===== src/rtl/midi_pkg.sv =====
// Shared constants and types for the key-to-note front-end.
// Note numbers, debounce default and encoder FSM states.
package midi_pkg;

   localparam logic [7:0] NOTE_OFF = 8'd0;
   localparam logic [7:0] NOTE_C4  = 8'd60;
   localparam logic [7:0] NOTE_D4  = 8'd62;
   localparam logic [7:0] NOTE_E4  = 8'd64;
   localparam logic [7:0] NOTE_F4  = 8'd65;

   // 10 ms of stable input at 50 MHz
   localparam int DEB_10MS_50MHZ = 500000;

   typedef enum logic {
      S_IDLE,
      S_PLAY
   } state_t;

endpackage


===== src/rtl/key_debounce.sv =====
// One key: 2-FF synchroniser, polarity normalisation and
// stability counter; key_db is 1 while the key is held.
module key_debounce
   import midi_pkg::*;
#(
   parameter int   P_DEB_CYCLES = DEB_10MS_50MHZ,
   parameter logic P_KEY_ACT    = 1'b0
) (
   input  logic aclk,
   input  logic areset,
   input  logic en,
   input  logic key_raw,
   output logic key_db
);

   localparam int CW = $clog2(P_DEB_CYCLES);
   localparam logic [CW-1:0] LAST = CW'(P_DEB_CYCLES - 1);

   logic [1:0]    sync_q;
   logic [CW-1:0] cnt;
   logic          pressed;

   assign pressed = (sync_q[1] == P_KEY_ACT);

   // synchroniser samples every cycle, even with en low
   always_ff @(posedge aclk or posedge areset) begin
      if (areset) begin
         sync_q <= {2{~P_KEY_ACT}};
      end else begin
         sync_q <= {sync_q[0], key_raw};
      end
   end

   // accept a new level only after it held for P_DEB_CYCLES
   always_ff @(posedge aclk or posedge areset) begin
      if (areset) begin
         cnt    <= '0;
         key_db <= 1'b0;
      end else if (en) begin
         if (pressed != key_db) begin
            if (cnt == LAST) begin
               key_db <= pressed;
               cnt    <= '0;
            end else begin
               cnt <= cnt + 1'b1;
            end
         end else begin
            cnt <= '0;
         end
      end
   end

endmodule


===== src/rtl/key_note_encoder.sv =====
// Debounced four-key priority encoder feeding the tone
// generator note select, with change strobe and gate.
module key_note_encoder
   import midi_pkg::*;
#(
   parameter int         P_DEB_CYCLES = DEB_10MS_50MHZ,
   parameter logic       P_KEY_ACT    = 1'b0,
   parameter logic [7:0] P_NOTE0      = NOTE_C4,
   parameter logic [7:0] P_NOTE1      = NOTE_D4,
   parameter logic [7:0] P_NOTE2      = NOTE_E4,
   parameter logic [7:0] P_NOTE3      = NOTE_F4
) (
   input  logic       aclk,
   input  logic       areset,
   input  logic       en,
   input  logic [3:0] i_keys,
   output logic [3:0] o_keys_db,
   output logic [7:0] o_note,
   output logic       o_note_valid,
   output logic       o_gate
);

   state_t     state;
   logic [7:0] next_note;

   for (genvar i = 0; i < 4; i++) begin : g_key
      key_debounce #(
         .P_DEB_CYCLES (P_DEB_CYCLES),
         .P_KEY_ACT    (P_KEY_ACT)
      ) u_deb (
         .aclk    (aclk),
         .areset  (areset),
         .en      (en),
         .key_raw (i_keys[i]),
         .key_db  (o_keys_db[i])
      );
   end

   // lowest-index held key wins
   always_comb begin
      next_note = NOTE_OFF;
      if (o_keys_db[0])      next_note = P_NOTE0;
      else if (o_keys_db[1]) next_note = P_NOTE1;
      else if (o_keys_db[2]) next_note = P_NOTE2;
      else if (o_keys_db[3]) next_note = P_NOTE3;
   end

   // note FSM with registered outputs; strobe only on change
   always_ff @(posedge aclk or posedge areset) begin
      if (areset) begin
         state        <= S_IDLE;
         o_note       <= NOTE_OFF;
         o_note_valid <= 1'b0;
         o_gate       <= 1'b0;
      end else if (en) begin
         unique case (state)
            S_IDLE: begin
               if (|o_keys_db) begin
                  state        <= S_PLAY;
                  o_note       <= next_note;
                  o_note_valid <= 1'b1;
                  o_gate       <= 1'b1;
               end else begin
                  o_note_valid <= 1'b0;
               end
            end
            S_PLAY: begin
               if (~|o_keys_db) begin
                  state        <= S_IDLE;
                  o_note       <= NOTE_OFF;
                  o_note_valid <= 1'b1;
                  o_gate       <= 1'b0;
               end else if (next_note != o_note) begin
                  o_note       <= next_note;
                  o_note_valid <= 1'b1;
               end else begin
                  o_note_valid <= 1'b0;
               end
            end
            default: begin
               state        <= S_IDLE;
               o_note_valid <= 1'b0;
            end
         endcase
      end else begin
         o_note_valid <= 1'b0;
      end
   end

endmodule

===== config.mk =====
export PLATFORM = sky130hd
export DESIGN_NAME = key_note_encoder
export DESIGN_NICKNAME = d
export VERILOG_FILES = /design/src/rtl/midi_pkg.sv /design/src/rtl/key_debounce.sv /design/src/rtl/key_note_encoder.sv
export SDC_FILE = /design/constraint.sdc
export NUM_CORES = 1
export LEC_CHECK = 0
export CORE_MARGIN = 2
export CORE_UTILIZATION = 56
export DETAILED_ROUTE_END_ITERATION = 10
export HOLD_SLACK_MARGIN = 0.08
export PLACE_DENSITY = 0.74
export SETUP_SLACK_MARGIN = 0.1
export SLEW_MARGIN = 40
export SYNTH_ARGS = -nofsm -noshare
export SYNTH_HDL_FRONTEND = slang
export SYNTH_HIERARCHICAL = 1
export SYNTH_SLANG_ARGS = --single-unit

===== constraint.sdc =====
create_clock -name aclk -period 2.3 [get_ports aclk]
set_input_delay 0.46 -clock aclk [delete_from_list [all_inputs] [get_ports aclk]]
set_output_delay 0.46 -clock aclk [all_outputs]
set_load 0.005 [all_outputs]

======== Word level (Yosys, flattened, before mapping) ========
Index checks and enable logic that the tools add are counted.
cells by class
  add/subtract/negate cells ............... 4
  multiply operators ...................... 0
  div/mod/pow operators ................... 0
  $lt $le $gt $ge ......................... 0
  equality and inequality tests ........... 12
  shift operators ......................... 0
  mux-type cells .......................... 24
  bitwise gates (word level) .............. 5
  reductions and logical operators ........ 7
operator list
  kind                     number
  $mux W19                 8
  $add A19 B1 Y19 const B  4
  $eq A19 B19 Y1 const B   4
  $mux W7                  4
  $mux W8                  3
  $reduce_and A3 Y1        6
  $pmux W8 S2              1
  $ne A8 B8 Y1             1
  $mux W1                  6
  $not A1 Y1               5
  $ne A1 B1 Y1             4
  $ne A2 B2 Y1 const B     2
  $pmux W1 S2              2
  $reduce_or A4 Y1         1
  $ne A3 B2 Y1 const B     1
word-level totals
  bits in registers ....................... 99
  latch bits .............................. 0
  memory bits (writable) .................. 0
  ROM bits ................................ 0
  input port bits ......................... 7
  logic and storage cells ................. 68
  memories ................................ 0

======== Depth between registers and ports, before layout ========
  depth after elaboration ................. 9
  gate-level depth with buffers ........... 8

======== By module ========
The synthesis kept the hierarchy.
by module, submodules not included
  module            times used  cells each  area each (sq um)  seq. area each (sq um)
  key_debounce      4           135         1297.5             553.0
  key_note_encoder  1           50          459.2              175.2

======== Least setup slack after synthesis ========
Ideal clock, no wire load.
  kind .................................... flip-flop to flip-flop
  start ................................... reg g_key[1].u_deb.key_db
  end ..................................... reg o_note[5]
  library setup time ...................... 0.128 ns
  arrival time ............................ 2.076 ns
  data required time ...................... 2.172 ns
  setup slack ............................. 0.097 ns
  stages on the path, launching flop included .. 9
  path buffers ............................ 0
  clock period less this slack ............ 2.203 ns
  cells stage by stage .................... dfrtp_1 or2_1 nor3_1 inv_1 ha_1 or3b_1 o41ai_1 a31oi_1 mux2_1
on the way
  longest elaborated chain between the ends .. 5
  elaborated cells between the ends (all ways) .. 11
  those cells by class .................... eq/ne: 3; mux: 6; reduce/logical: 2
RTL lines
  item                                                               line                    text
  from (decl)                                                        key_debounce.sv:13      output logic key_db
  from (signal assigned)                                             key_debounce.sv:42      key_db <= pressed;
  $mux W7                                                            key_note_encoder.sv:43  else if (o_keys_db[1]) next_note = P_NOTE1;
  $mux W7                                                            key_note_encoder.sv:42  if (o_keys_db[0]) next_note = P_NOTE0;
  $ne A8 B8 Y1 or $mux W8 (tied branches)                            key_note_encoder.sv:73  end else if (next_note != o_note) begin
  $ne A3 B2 Y1 (no source line) or $mux W8 (tied branches)           -
  $reduce_and A3 Y1 (no source line) or $pmux W8 S2 (tied branches)  -
  to (signal assigned)                                               key_note_encoder.sv:60  o_note <= next_note;
  to (signal assigned)                                               key_note_encoder.sv:74  o_note <= next_note;
  to (decl)                                                          key_note_encoder.sv:18  output logic [7:0] o_note,
Parallel ways exist; a longest one is shown, timed or not. The select of a mux whose other input is x is not followed.
A chain may end at the register's enable or synchronous reset.

======== Worst setup path in the final report ========
  start ................................... reg g_key[0].u_deb.key_db
  end ..................................... reg o_note[1]
on the way
  longest elaborated chain between the ends .. 4
  elaborated cells between the ends (all ways) .. 10
  those cells by class .................... eq/ne: 3; mux: 5; reduce/logical: 2
RTL lines
  item                                                               line
  from (decl)                                                        key_debounce.sv:13
  from (signal assigned)                                             key_debounce.sv:42
  $mux W7                                                            key_note_encoder.sv:42
  $ne A8 B8 Y1 or $mux W8 (tied branches)                            key_note_encoder.sv:73
  $ne A3 B2 Y1 (no source line) or $mux W8 (tied branches)           -
  $reduce_and A3 Y1 (no source line) or $pmux W8 S2 (tied branches)  -
Parallel ways exist; a longest one is shown, timed or not. The select of a mux whose other input is x is not followed.

==> results.toml <==
[outcome]
outcome = "finished clean"

[layout]
final_nets = 630
layout_common_cells = "dfrtp_1 (87), nand2_1 (82), nand3_1 (68)"
antenna_cells = 0
drive_gt1_share_pct = 14.5
fillers = 817
multi_input_area_sq_um = 3030
final_common_cell = "dfrtp_1"
stdcell_count = 755
seq_area_sq_um = 2390
syn_to_final_growth_pct = 11.2

[floorplanning]
die_height_um = 104
dieArea_sq_um = 10900
row_count = 36
num_io_pins = 21
core-area_sq_um = 9770
start_util_pct = 57.8
fp.dieW_um = 104

[pwr]
pwr-share-seq_pct = 54.3
leakage_nw = 2.47
p_switching_mw = 0.763
clkPwrFrac_pct = 38.0
p_sw_share_pct = 23.8
ir_worst_vdd_uv = 343
p_int_mw = 2.45
powerDensity_nw_per_um2 = 511
power_frac_comb_pct = 7.7

[clocking]
clockBufferDepth = 2
clk_latency_ps = 370
ctsHtreeMaxLevel = 3
numCtsBuffers = 9
cts.sinks = 95
path_clk_slew_ps = 100
cts-root-buf = "clkbuf_8"
cts_tree = "yes"

[setup_path]
worstSetupPathType = "flip-flop to flip-flop"
crit_fanout = 3
cpPeakStageDelay_ps = 390
cp_top_family = "simple AND/OR/NAND/NOR gates"
crit_required_ps = 2560
cp-end-kind = "flip-flop"
start_kind = "flip-flop"
r2r_setup_slack_ps = 180
critPathBufInv = 1
arrival_ps = 2380
slowest_stage = "dfrtp_1"
cp_cell_sequence = "or2_4 > nor3_4 > inv_2 > ha_1 > or3b_1 > o41ai_2 > a31oi_2 > mux2_1"

[global_route]
top_usage_layer = "met2"
grt_first_pass_wirelength_um = 21800
grt.met3_usage_pct = 3.01
grt_use_met1_pct = 33.3
use_met2_pct = 39.4
track_usage_pct = 24.2
grt_max_degree = 28
grt-ovfl-total = 0
grt_pass1_vias = 4540
antenna_found_initial = 0

[placed_design]
dp_hpwl_um = 8730
io_buffers = 19
place_congestion = 0.879
dp_cells = 737

[synthesis]
netlist_instances = 590
synth_area_per_cell_sq_um = 9.57
synth-seq-cells = 95
syn_nets = 603
async_flop_share_pct = 100
synth_edf_count = 0
synth-warning-count = 6
seq_area_frac_synth_pct = 42.3
netlist_area_sq_um = 5650
synth_flop_cell = "dfrtp_1"
synth_cell_types = 57

[hold_path]
min_path_type = "flip-flop to flip-flop"

[routing]
viasPerCell = 6.40
route.vias.total = 4835
route.detailed.drc = 0
drt_wl_total_um = 12600
wire_per_inst_um = 16.7
drtPass1Iterations = 4
drt-initial-drc-count = 243
antenna_left = 0

[sta]
worstMarginPinSlew_ps = 519
slew-limit-headroom_pct = 65.3
finalSetupTns_ps = 0
setup_viol = 0
hold_violations = 0
fmax_mhz = 471
grt_setup_unrepaired = "yes"
slew_viol_final = 0
layout_worst_path_cycle_share_pct = 92.2
finalClockSkew_ps = 14.6
min_period_ps = 2120

[job]
cap_violations = 0
worst reg2reg max path: cells and delay by family (launching register included):
kind	cells	cell delay, ps
buf+inv	1	60
mux	1	340
compound gates	2	190
simple gates	3	880
flops	1	390
fa+ha+maj	1	170
through the flow:
| step | area (sq um) | utilization [%] | setup slack (ps) | hold slack [ps] | power (mW) |
|---|---|---|---|---|---|
| global route | 6280 | 64.3 | 77.0 | 359 | 3.32 |
| global placement | 6030 | 61.6 | 106 | 346 | 2.01 |
| detailed placement | 6030 | 61.6 | 103 | 347 | 2.02 |
| CTS | 6240 | 63.9 | 138 | 356 | 3.24 |
| floorplan | 5650 | - | 186 | 263 | 1.93 |
| finish | 6280 | 64.3 | 179 | 353 | 3.21 |
state kept, by name, summed over array words and instances, names as in the netlist:
register            flops
g_key.u_deb/key_db      4
g_key.u_deb/cnt        76
o_note_valid            1
state                   1
o_note                  4
g_key.u_deb/sync_q      8
o_gate                  1
final cells by class:
type / count / share of cell area, %
Multi-Input combinational cell: 438 / 48.2
Sequential cell: 95 / 38.0
Inverter: 33 / 1.97
Clock inverter: 3 / 1.08
Clock buffer: 13 / 2.37
Tap cell: 133 / 2.65
Timing Repair Buffer: 40 / 5.73
per-layer routing:
layer,up-vias,share of wire (%)
li1,2320,-
met1,2379,46
met2,121,48
met3,15,3.8
met4,0,1.5
met5,-,0
final timing paths:
kind                                               startpoint                                  to  cells after the start
min                        g_key[1].u_deb/sync_q[0]$_DFF_PP1_  g_key[1].u_deb/sync_q[1]$_DFF_PP1_                      0
max in group asynchronous                              areset  g_key[3].u_deb/sync_q[0]$_DFF_PP1_                      3
max                         g_key[0].u_deb/key_db$_DFFE_PP0P_               o_note[1]$_DFFE_PP0P_                      8
min reg2reg                g_key[1].u_deb/sync_q[0]$_DFF_PP1_  g_key[1].u_deb/sync_q[1]$_DFF_PP1_                      0
max reg2reg                 g_key[0].u_deb/key_db$_DFFE_PP0P_               o_note[1]$_DFFE_PP0P_                      8
min in group asynchronous                              areset               o_note[1]$_DFFE_PP0P_                      2
power by group through the flow:
| stage | Combinational [mW] | Clock [mW] | Sequential [mW] |
|---|---|---|---|
| 4_1_cts | 0.249 | 1.25 | 1.74 |
| 5_1_grt | 0.276 | 1.30 | 1.75 |
| 3_3_place_gp | 0.242 | 0 | 1.77 |
| 3_5_place_dp | 0.248 | 0 | 1.77 |
| 2_1_floorplan | 0.163 | 0 | 1.77 |
| 6_report | 0.248 | 1.22 | 1.74 |
timing repair:
item | in CTS | in global routing
buffers inserted | 0 | 2
endpoints found under the setup margin | 0 | 2
hold buffers | 0 | 0
gates resized for setup | 0 | 6
cells by family after synthesis:
family | share of synthesized area (%)
AOI/OAI and AO/OA | 17.5
muxes | 2.52
and+or+nand+nor | 29.9
buffers and inverters | 4.67
xor gates and xnor gates | 1.77
DFF | 42.3
other | 0.0664
adders and majority gates | 1.33
cells in the mapped netlist, types with 5 or more instances:
| library cell | count | share of area (%) |
|---|---|---|
| dfrtp_1 | 87 | 39 |
| nand2_1 | 82 | 5.4 |
| nand3_1 | 68 | 6.0 |
| inv_1 | 33 | 2.2 |
| nand4_1 | 24 | 2.7 |
| or3_1 | 16 | 1.8 |
| nor3_1 | 14 | 1.2 |
| o31ai_1 | 13 | 1.7 |
| clkbuf_1 | 12 | 0.80 |
| mux2i_1 | 12 | 2.1 |
| nor2_1 | 12 | 0.80 |
| o211ai_1 | 12 | 1.6 |
| or4_1 | 12 | 1.6 |
| o21ai_0 | 9 | 0.80 |
| and2_2 | 8 | 1.1 |
| and3_1 | 8 | 0.89 |
| and4_1 | 8 | 1.2 |
| and4bb_2 | 8 | 1.8 |
| dfstp_2 | 8 | 3.7 |
| o2111ai_1 | 8 | 1.2 |
| o2bb2ai_1 | 8 | 1.2 |
| o311ai_1 | 8 | 1.2 |
| o41a_1 | 8 | 1.6 |
| ha_1 | 6 | 1.3 |
| nor4_1 | 5 | 0.55 |
| o21ai_1 | 5 | 0.44 |
Note: power is estimated with default switching activity, not from simulation.
